<file path="src/rtl/seq_multiplier.sv">
// Sequential shift-add multiplier: one partial product per clock, start/busy/done handshake.
// Define MUL_SIGNED_EN to add the sgn port and a FIX state for two's-complement operands.
module seq_multiplier #(
  parameter int WIDTH = 16
) (
  input  logic                 clk,
  input  logic                 rst,
  input  logic                 start,
  input  logic [WIDTH-1:0]     a,
  input  logic [WIDTH-1:0]     b,
`ifdef MUL_SIGNED_EN
  input  logic                 sgn,
`endif
  output logic                 busy,
  output logic                 done,
  output logic [2*WIDTH-1:0]   o
);

  localparam int CW = $clog2(WIDTH + 1);
  localparam logic [CW-1:0] LAST = CW'(WIDTH - 1);

  localparam logic [1:0] IDLE = 2'd0;
  localparam logic [1:0] RUN  = 2'd1;
`ifdef MUL_SIGNED_EN
  localparam logic [1:0] FIX  = 2'd2;
`endif
  localparam logic [1:0] DONE = 2'd3;

  logic [1:0]         state;
  logic [WIDTH-1:0]   mcand;
  logic [WIDTH-1:0]   mplier;
  logic [WIDTH:0]     acc;
  logic [CW-1:0]      cnt;
  logic [WIDTH:0]     sum;
  logic [WIDTH-1:0]   load_a;
  logic [WIDTH-1:0]   load_b;
  logic               accept;
`ifdef MUL_SIGNED_EN
  logic               neg_flag;
  logic               load_neg;
  logic [2*WIDTH-1:0] prod;
  logic [2*WIDTH-1:0] fixed;
`endif

  // acc never exceeds WIDTH bits after a shift, so the add below cannot overflow WIDTH+1 bits.
  always_comb begin
    busy   = (state != IDLE) && (state != DONE);
    accept = start && !busy;
    sum    = acc + (mplier[0] ? {1'b0, mcand} : '0);
`ifdef MUL_SIGNED_EN
    // The most-negative operand negates to itself, which reads as 2^(WIDTH-1) unsigned.
    load_a   = (sgn && a[WIDTH-1]) ? -a : a;
    load_b   = (sgn && b[WIDTH-1]) ? -b : b;
    load_neg = sgn && (a[WIDTH-1] ^ b[WIDTH-1]);
    prod     = {acc[WIDTH-1:0], mplier};
    fixed    = neg_flag ? -prod : prod;
`else
    load_a = a;
    load_b = b;
`endif
  end

  // NOTE: sequential state uses non-blocking (<=) so every register samples pre-edge values.
  always_ff @(posedge clk) begin
    if (rst) begin
      // NOTE: the datapath is a handful of flops, not a memory, so it is all cleared on reset.
      state  <= IDLE;
      mcand  <= '0;
      mplier <= '0;
      acc    <= '0;
      cnt    <= '0;
      o      <= '0;
      done   <= 1'b0;
`ifdef MUL_SIGNED_EN
      neg_flag <= 1'b0;
`endif
    end else begin
      done <= 1'b0;
      case (state)
        IDLE: if (start) state <= RUN;
        RUN: begin
          acc    <= {1'b0, sum[WIDTH:1]};
          mplier <= {sum[0], mplier[WIDTH-1:1]};
          cnt    <= cnt + 1'b1;
          if (cnt == LAST) begin
`ifdef MUL_SIGNED_EN
            state <= FIX;
`else
            state <= DONE;
`endif
          end
        end
`ifdef MUL_SIGNED_EN
        FIX: begin
          acc    <= {1'b0, fixed[2*WIDTH-1:WIDTH]};
          mplier <= fixed[WIDTH-1:0];
          state  <= DONE;
        end
`endif
        DONE: begin
          o     <= {acc[WIDTH-1:0], mplier};
          done  <= 1'b1;
          state <= start ? RUN : IDLE;
        end
        default: state <= IDLE;
      endcase

      if (accept) begin
        mcand  <= load_a;
        mplier <= load_b;
        acc    <= '0;
        cnt    <= '0;
`ifdef MUL_SIGNED_EN
        neg_flag <= load_neg;
`endif
      end
    end
  end

endmodule

</file>
<file path="config.mk">
export PLATFORM = sky130hd
export DESIGN_NAME = seq_multiplier
export DESIGN_NICKNAME = d
export VERILOG_FILES = /design/src/rtl/seq_multiplier.sv
export SDC_FILE = /design/constraint.sdc
export NUM_CORES = 1
export LEC_CHECK = 0
export BUFFER_PORTS_ARGS = -buffer_cell sky130_fd_sc_hd__buf_4
export CAP_MARGIN = 20
export CORE_ASPECT_RATIO = 2
export CORE_MARGIN = 3
export CORE_UTILIZATION = 55
export DETAILED_ROUTE_END_ITERATION = 8
export PLACE_DENSITY = 0.83
export SYNTH_ARGS = -nofsm -noshare
export SYNTH_HDL_FRONTEND = slang
export SYNTH_SLANG_ARGS = --single-unit
export TNS_END_PERCENT = 20
</file>
<file path="constraint.sdc">
create_clock -name clk -period 4.9 [get_ports clk]
set_clock_uncertainty 0.2 [all_clocks]
set_input_delay 0.98 -clock clk [delete_from_list [all_inputs] [get_ports clk]]
set_output_delay 0.98 -clock clk [all_outputs]
set_load 0.1 [all_outputs]
</file>
# After elaboration in Yosys (flattened, before gate mapping)

Cells that the tools add are included.

Add/sub/neg operators: 2
Mux-type cells: 8
Bitwise operators: 0
Reduce and logical (&&, ||, !) cells: 8
Equality and inequality tests: 6
Shift-type cells: 0
Multiply operators: 0
$lt $le $gt $ge: 0
Divide/modulo/power cells: 0

Operator list:

| operator              | number |
|---|---|
| $mux W16              | 3 |
| $add A16 B16 Y17      | 1 |
| $ne A2 B2 Y1 const B  | 3 |
| $pmux W2 S3           | 1 |
| $add A5 B1 Y5 const B | 1 |
| $eq A5 B4 Y1 const B  | 1 |
| $mux W2               | 2 |
| $reduce_bool A2 Y1    | 2 |
| $eq A2 B1 Y1 const B  | 1 |
| $eq A2 B2 Y1 const B  | 1 |
| $logic_and A1 B1 Y1   | 2 |
| $logic_not A2 Y1      | 1 |
| $mux W1               | 2 |
| $reduce_and A2 Y1     | 1 |
| $reduce_or A2 Y1      | 1 |
| $logic_not A1 Y1      | 1 |

Memories: 0
Memory bits (writable): 0
Latch bits: 0
Output and inout bits: 34
Flip-flop bits (word level): 88
Bits in read-only memories: 0

# Longest topological paths before layout

Gate-level depths: netlist of the first run.

Word-level depth: 5
Depth in mapped cells: 10

# Worst setup path after synthesis of the first run

Ideal clock, no wire load.

Path type: register to register
Start point: register state[0]
End point: register acc[14]
Buffers on the path: 1
Setup slack: 2,298 ps
Arrival time: 2,280 ps
Cell stages (with the launch flop): 9
Period minus slack after synthesis: 2,602 ps
Cells stage by stage: dfxtp_1 > inv_1 > ha_1 > nand2b_1 > nand2b_1 > clkbuf_1 > or3_1 > mux2i_1 > a311o_1

Longest elaborated chain between the ends: 5
Elaborated cells on any way between the ends: 7

Ends and longest elaborated chain:

| item                                               | RTL line | RTL |
|---|---|---|
| start: declaration                                 | 29       | `logic [1:0] state;` |
| start signal: assignment                           | 103      | `state <= start ? RUN : IDLE;` |
| $ne A2 B2 Y1 or $reduce_bool A2 Y1 (tied branches) | 47       | `busy = (state != IDLE) && (state != DONE);` |
| $logic_and A1 B1 Y1 *                              | 47       |  |
| named net busy                                     | 14       | `output logic busy,` |
| $logic_not A1 Y1 *                                 | 48       | `accept = start && !busy;` |
| $logic_and A1 B1 Y1 *                              | 48       |  |
| $reduce_or A2 Y1 (no line) *                       | n/a      |  |
| end signal: assignment                             | 82       | `acc <= {1'b0, sum[WIDTH:1]};` |
| end: declaration                                   | 32       | `logic [WIDTH:0] acc;` |

Mark *: on every way through the listed nets, which the timed path passes. The rest lies on a longest branch.
A chain may end at the register's enable or synchronous reset.

# Worst setup path in the final report of the first run

Start point: register mplier[0]
End point: register acc[11]

Longest elaborated chain between the ends: 2

Ends and longest elaborated chain:

| item                     | RTL line | RTL |
|---|---|---|
| start: declaration       | 31       | `logic [WIDTH-1:0] mplier;` |
| start signal: assignment | 83       | `mplier <= {sum[0], mplier[WIDTH-1:1]};` |
| start signal: assignment | 110      | `mplier <= load_b;` |
| $mux W16                 | 49       | `sum = acc + (mplier[0] ? {1'b0, mcand} : '0);` |
| $add A16 B16 Y17         | 49       |  |

Every way passes these cells.

==> summary.md, run 1 <==
| Metric | Value |
|---|---|
| 1st-iter DRT viols | `189` |
| Hold Vio Cnt, Final | `0` |
| Clock transition at path regs | `60 ps` |
| Antenna cells | `0` |
| Aggregate routed wire length | `9700 microns` |
| Sequential power share | `0.470` |
| Combinational power share | `0.126` |
| Vias in the first global route | `3608` |
| Yosys warning count | `0` |
| Psw | `427 uW` |
| Critical Path RT | `4930 ps` |
| Antenna Violating Nets Remaining | `0` |
| Max cap viols | `0` |
| Area contributors post-synth | `dfxtp_1, mux2i_1, nor2_1, ha_1, nand2_1` |
| Hold buffers post-CTS | `0` |
| CTS buffer count | `9` |
| Top-count cell post-synth | `dfxtp_1` |
| GPL Wtd Cong | `0.933` |
| Row count | `44` |
| Worst setup EP type | `flip-flop` |
| Cell taking the most area after synthesis | `dfxtp_1` |
| FF-to-FF path depth | `8` |
| Fin Setup TNS | `0 ps` |
| Net count reported at finish | `589` |
| Top Ports | `69` |
| Clock power share | `0.404` |
| PnR worst setup slack | `2050 ps` |
| Final setup fails | `0` |
| PortBufs | `68` |
| Pins Over Slew Limit | `0` |
| DIE AREA | `8850 sq um` |
| Clk sink count | `88` |
| Worst EP arrival | `2880 ps` |
| Synth Cell Area | `4230 sq um` |
| Worst-path fanout max | `18` |
| Clk Latency, worst-skew pair | `340 ps` |
| Area growth syn-to-layout | `19.0%` |
| Global-route wire length before repair | `16000 microns` |
| Crit share post-route | `0.582` |
| Post CTS Setup Buffer Count | `0` |
| Top cell type's share of synthesized area | `0.416` |
| Vias post-DR | `3563` |
| Number of synthesized flops with an enable pin | `0` |
| Total Routing Usage GR | `0.238` |
| Routed len/inst | `15.4 microns` |
| Largest net degree at the start of global routing | `70` |
| Clock root cell | `clkbuf_16` |
| Synth top cells by count | `dfxtp_1, nor2_1, mux2i_1` |
| Switching share of power | `0.258` |
| P_leak | `2.06 nW` |
| First-pass detailed-route iteration total | `4` |
| Ys flop type | `dfxtp_1` |
| Syn_nets | `539` |
| Mapped Cells | `482` |
| Status | `finished, final reports clean` |
| Unrepaired setup endpoints after global routing | `false` |
| DRC viols | `0` |
| Min Tclk post-route | `2850 ps` |
| Post-placement setup slack | `1730 ps` |
| Power density over the cells | `329 nW/um^2` |
| Post-cts resize count | `0` |
| Initial antenna violation count | `0` |
| Seq/Total Area, Yosys | `0.416` |
| Detailed Place HPWL | `6790 microns` |
| Post-synth ARST share | `0` |
| Synth cell types | `46` |
| Worst VDD drop | `270 uV` |
| Type of the tightest min-delay check | `reg -> reg` |
| Least-Margin Pin Slew | `1090 ps` |
| Fmax | `350 MHz` |
| Register bit total from synthesis | `88` |
| Die span in y | `130 microns` |
| Avg Cell Area, Syn | `8.78 sq um` |
| H-tree Lvls | `3` |
| DIE WIDTH | `68.0 microns` |
| WS Path Type | `reg -> reg` |
| CORE AREA | `7380 sq um` |
| Pint | `1.23 mW` |
| Proportion of layout cells with a drive suffix above 1 | `0.171` |
| Starting Density | `0.574` |
| Slew HR | `0.271` |
| CP Launch Type | `flip-flop` |
| WHS Path Cells | `2` |
| TritonCTS clock tree | `yes` |
| GR Overflow Total | `0` |
| Vias per inst | `5.66` |
| Clock buffer depth | `2` |
per-layer routing:
layer / vias to the layer above / part of all wire / GRT usage
met5: - / 0 / 0
met4: 0 / 0.025 / 0.124
met3: 15 / 0.045 / 0.0508
met2: 93 / 0.55 / 0.429
met1: 1684 / 0.38 / 0.246
li1: 1771 / - / -
metrics by stage:
stage / power [mW] / area [sq um] / std cells / hold WS, ps / util
floorplan: 0.941 / 4230 / 482 / 232 / -
global placement: 0.991 / 4750 / 613 / 239 / 0.643
detailed placement: 1.00 / 4750 / 613 / 245 / 0.643
CTS: 1.67 / 5040 / 629 / 253 / 0.683
global route: 1.72 / 5040 / 629 / 275 / 0.683
finish: 1.66 / 5040 / 629 / 251 / 0.683
power by group through the flow:
stage | clock network [mW] | logic (mW) | registers (mW)
floorplan | 0 | 0.157 | 0.784
global placement | 0 | 0.199 | 0.792
detailed placement | 0 | 0.206 | 0.794
CTS | 0.679 | 0.209 | 0.778
global route | 0.706 | 0.230 | 0.783
finish | 0.669 | 0.208 | 0.778
sequential cells by signal, indices dropped and copies added, names as in the netlist:
name	count
mcand	16
done	1
cnt	5
acc	16
state	2
o	32
mplier	16
cell type report:
cell class                      count  area (sq um)
Fill cell                         615          2340
Multi-Input combinational cell    356          2310
Sequential cell                    88          1760
Timing Repair Buffer               71           533
Clock buffer                       11           233
Tap cell                           92           115
Clock inverter                      5          57.6
Inverter                            6          22.5
worst paths after layout:
kind,slack (ps),endpoint,startpoint
setup / recovery,2050,acc[11]$_SDFFE_PP0P_,mplier[0]$_SDFFE_PP0P_
hold / removal,250,mcand[7]$_SDFFE_PP0P_,mcand[7]$_SDFFE_PP0P_
setup reg to reg,2050,acc[11]$_SDFFE_PP0P_,mplier[0]$_SDFFE_PP0P_
hold reg to reg,250,mcand[7]$_SDFFE_PP0P_,mcand[7]$_SDFFE_PP0P_
worst max-delay path, cell delays in order (launching register included):
cell and delay (ps):
dfxtp_1 450, and2_1 210, ha_1 200, fa_1 430
a211oi_1 410, o21ai_1 220, nand2_1 170, a2111oi_2 80
a311o_1 350
layout by cell type, fill, tap and decap left out, types with 2 or more instances in the layout:
cell        n
xnor2_1     8
o21bai_1    2
inv_1       6
clkbuf_1    2
a311o_1     2
nand2b_1    5
a21o_1      3
buf_4      71
clkinv_4    2
ha_2        2
nand3_1     6
nand2_1    50
nor2b_1     3
mux2i_1    57
a211oi_1   22
clkinv_2    2
dfxtp_1    88
and2_1     17
nor4_1      2
a31oi_1     3
nor2_1     76
xor2_1      3
o21ai_0    13
ha_1       19
or3_1       2
clkbuf_16   9
o21a_1      2
a21oi_1    31
nand4_1     4
nor3_1      7
logic make-up after synthesis:
kind of cell    Yosys count  synth area share
simple gates            176             0.182
fa+ha+maj                22            0.0668
flops                    88             0.416
compound gates           90             0.139
buf+inv                  38            0.0384
xor+xnor                 11            0.0228
mux                      57             0.135
Power figures use the tool's default switching activity.
==> inputs of run 2 (changes only) <==
- CORE_UTILIZATION: 55 -> 51
- PLACE_DENSITY: 0.83 -> 0.81
- clock period: 4.9 -> 2.55 ns (I/O delays scaled with it)
==> run 2 against run 1 <==
  * Die area is 7.3% higher
  * Clock power is 110% higher
  * Sequential share of layout area is 1.3 points lower
  * Total power is 100% higher
  * Cell area is 3.8% higher
  * Maximum frequency is 16% higher
==> summary.md, run 2 (synthesis results as in run 1) <==
| Metric | Value |
|---|---|
| Largest net degree at the start of global routing | `49 (-30%)` |
| Starting Density | `0.529 (-0.0447)` |
| Fmax | `408 MHz (+16%)` |
| Reg2reg setup slack | `100 ps (-1950 ps)` |
| DRC viols | `0 (unchanged)` |
| Top Ports | `69 (unchanged)` |
| Total Routing Usage GR | `0.228 (-0.00948)` |
| Vias post-DR | `3661 (+2.8%)` |
| DIE WIDTH | `70.4 microns (+3.5%)` |
| Final Instance Area | `5230 sq um (+3.8%)` |
| Worst VDD drop | `669 uV (+150%)` |
| Unrepaired setup endpoints after global routing | `true` |
| Commonest non-fill, non-tap cell in the layout | `dfxtp_1` |
| Hold buffers post-CTS | `0 (unchanged)` |
| Hold Vio Cnt, Final | `0 (unchanged)` |
| Vias in the first global route | `3771 (+4.5%)` |
| GPL Wtd Cong | `0.940 (+0.69%)` |
| Crit share post-route | `0.962 (+0.380)` |
| TritonCTS clock tree | `yes` |
| Detailed Place HPWL | `7650 microns (+13%)` |
| Proportion of layout cells with a drive suffix above 1 | `0.211 (+0.0396)` |
| Routed len/inst | `16.1 microns (+4.3%)` |
| Post-placement setup slack | `18.7 ps (-1710 ps)` |
| Clock transition at path regs | `60 ps (about the same)` |
| GR Overflow Total | `0 (unchanged)` |
| H-tree Lvls | `3 (unchanged)` |
| CP Launch Type | `flip-flop` |
| Metal2 WL | `5820 microns (+9.0%)` |
| P_leak | `2.13 nW (+3.4%)` |
| Met3 WL | `512 microns (+16%)` |
| Final setup fails | `0 (unchanged)` |
| Min Tclk post-route | `2450 ps (-400 ps)` |
| DIE AREA | `9500 sq um (+7.3%)` |
| Status | `finished, final reports clean` |
| Initial antenna violation count | `0 (unchanged)` |
| Antenna cells | `0 (unchanged)` |
| PortBufs | `68 (unchanged)` |
| WS Path Type | `reg -> reg` |
| Antenna Violating Nets Remaining | `0 (unchanged)` |
| Clk Latency, worst-skew pair | `340 ps (about the same)` |
| Most frequent cells in the layout | `dfxtp_1, buf_4, nor2_1` |
| Global-route wire length before repair | `17300 microns (+7.7%)` |
| PnR worst setup slack | `97.3 ps (-1950 ps)` |
| Most flops, register | `o` |
| Critical Path RT | `2630 ps (-2300 ps)` |
| Vias per inst | `5.67 (about the same)` |
| Largest register FFs | `32 (unchanged)` |
| Net count reported at finish | `602 (+2.2%)` |
| Clk sink count | `88 (unchanged)` |
| Area growth syn-to-layout | `23.4%` |
| Worst-path fanout max | `15 (-3)` |
| Type of the tightest min-delay check | `in -> reg` |
| CTS buffer count | `9 (unchanged)` |
| Clock buffer depth | `2 (unchanged)` |
| CORE AREA | `8000 sq um (+8.4%)` |
| 1st-iter DRT viols | `205 (+8.5%)` |
| Die span in y | `135 microns (+3.7%)` |
| Top sig layer | `met4` |
| Dpl cell area | `4860 sq um (+2.5%)` |
| Worst EP arrival | `2540 ps (-340 ps)` |
| Power density over the cells | `640 nW/um^2 (+95%)` |
| First-pass detailed-route iteration total | `5 (+1)` |
| Least-Margin Pin Slew | `481 ps (-611 ps)` |
| Clock root cell | `clkbuf_16` |
| Worst setup EP type | `flip-flop` |
| Max cap viols | `0 (unchanged)` |
| Slew HR | `0.679 (+0.408)` |
| M1 WL | `3680 microns (+0.25%)` |
| Fin Setup TNS | `0 ps (unchanged)` |
| Pins Over Slew Limit | `0 (unchanged)` |
| Aggregate routed wire length | `10400 microns (+7.1%)` |
| Row count | `46 (+4.5%)` |
-- run 2: area by class of cell --
cell class | count | area, sq um
multi-input cells | 356 | 2360
flip-flops and latches | 88 | 1760
fillers | 650 | 2770
well taps | 96 | 120
inverters | 6 | 22.5
clock buffers | 12 | 246
repair buffers | 84 | 643
clock inverters | 4 | 76.3
-- run 2: metal layers --
layer,track usage,up-vias
li1,-,1797
met3,0.0566,32
met4,0.110,0
met5,0,-
met2,0.436,117
met1,0.220,1715
-- run 2: worst paths after layout --
kind	startpoint	to	depth (start not counted)
worst max-delay path	mplier[0]$_SDFFE_PP0P_	acc[14]$_SDFFE_PP0P_	9
worst min-delay path	a[3]	mcand[3]$_SDFFE_PP0P_	3
worst max register to register	mplier[0]$_SDFFE_PP0P_	acc[14]$_SDFFE_PP0P_	9
worst min register to register	mcand[13]$_SDFFE_PP0P_	mcand[13]$_SDFFE_PP0P_	2
-- run 2: timing repair --
| item | 4_1_cts | 5_1_grt |
|---|---|---|
| resized for setup | 0 | 12 |
| buffers inserted | 0 | 0 |
| setup endpoints to repair | 0 | 9 |
-- run 2: report_power, final --
part           total (mW)  leakage, nW  switching, mW  internal (mW)
combinational       0.427         1.26          0.253          0.174
clock                1.42        0.153          0.536          0.889
sequential           1.49        0.716         0.0503           1.44
total                3.34         2.13          0.839           2.50
-- run 2: stage by stage --
step	cells	power [mW]	hold WS (ps)	utilization
floorplan	482	1.81	232	-
finish	646	3.34	214	0.653
global placement	630	1.93	241	0.608
global route	646	3.46	226	0.653
detailed placement	630	1.94	244	0.608
CTS	646	3.36	209	0.648
-- run 2: worst max-delay path: stages, from the launching register on --
cell and delay [ps]:
dfxtp_1 320, buf_4 170, and2_1 160, ha_1 330
a211oi_2 310, o21ai_0 140, a21oi_1 260, o2111ai_1 140
mux2i_1 210, a311o_1 140
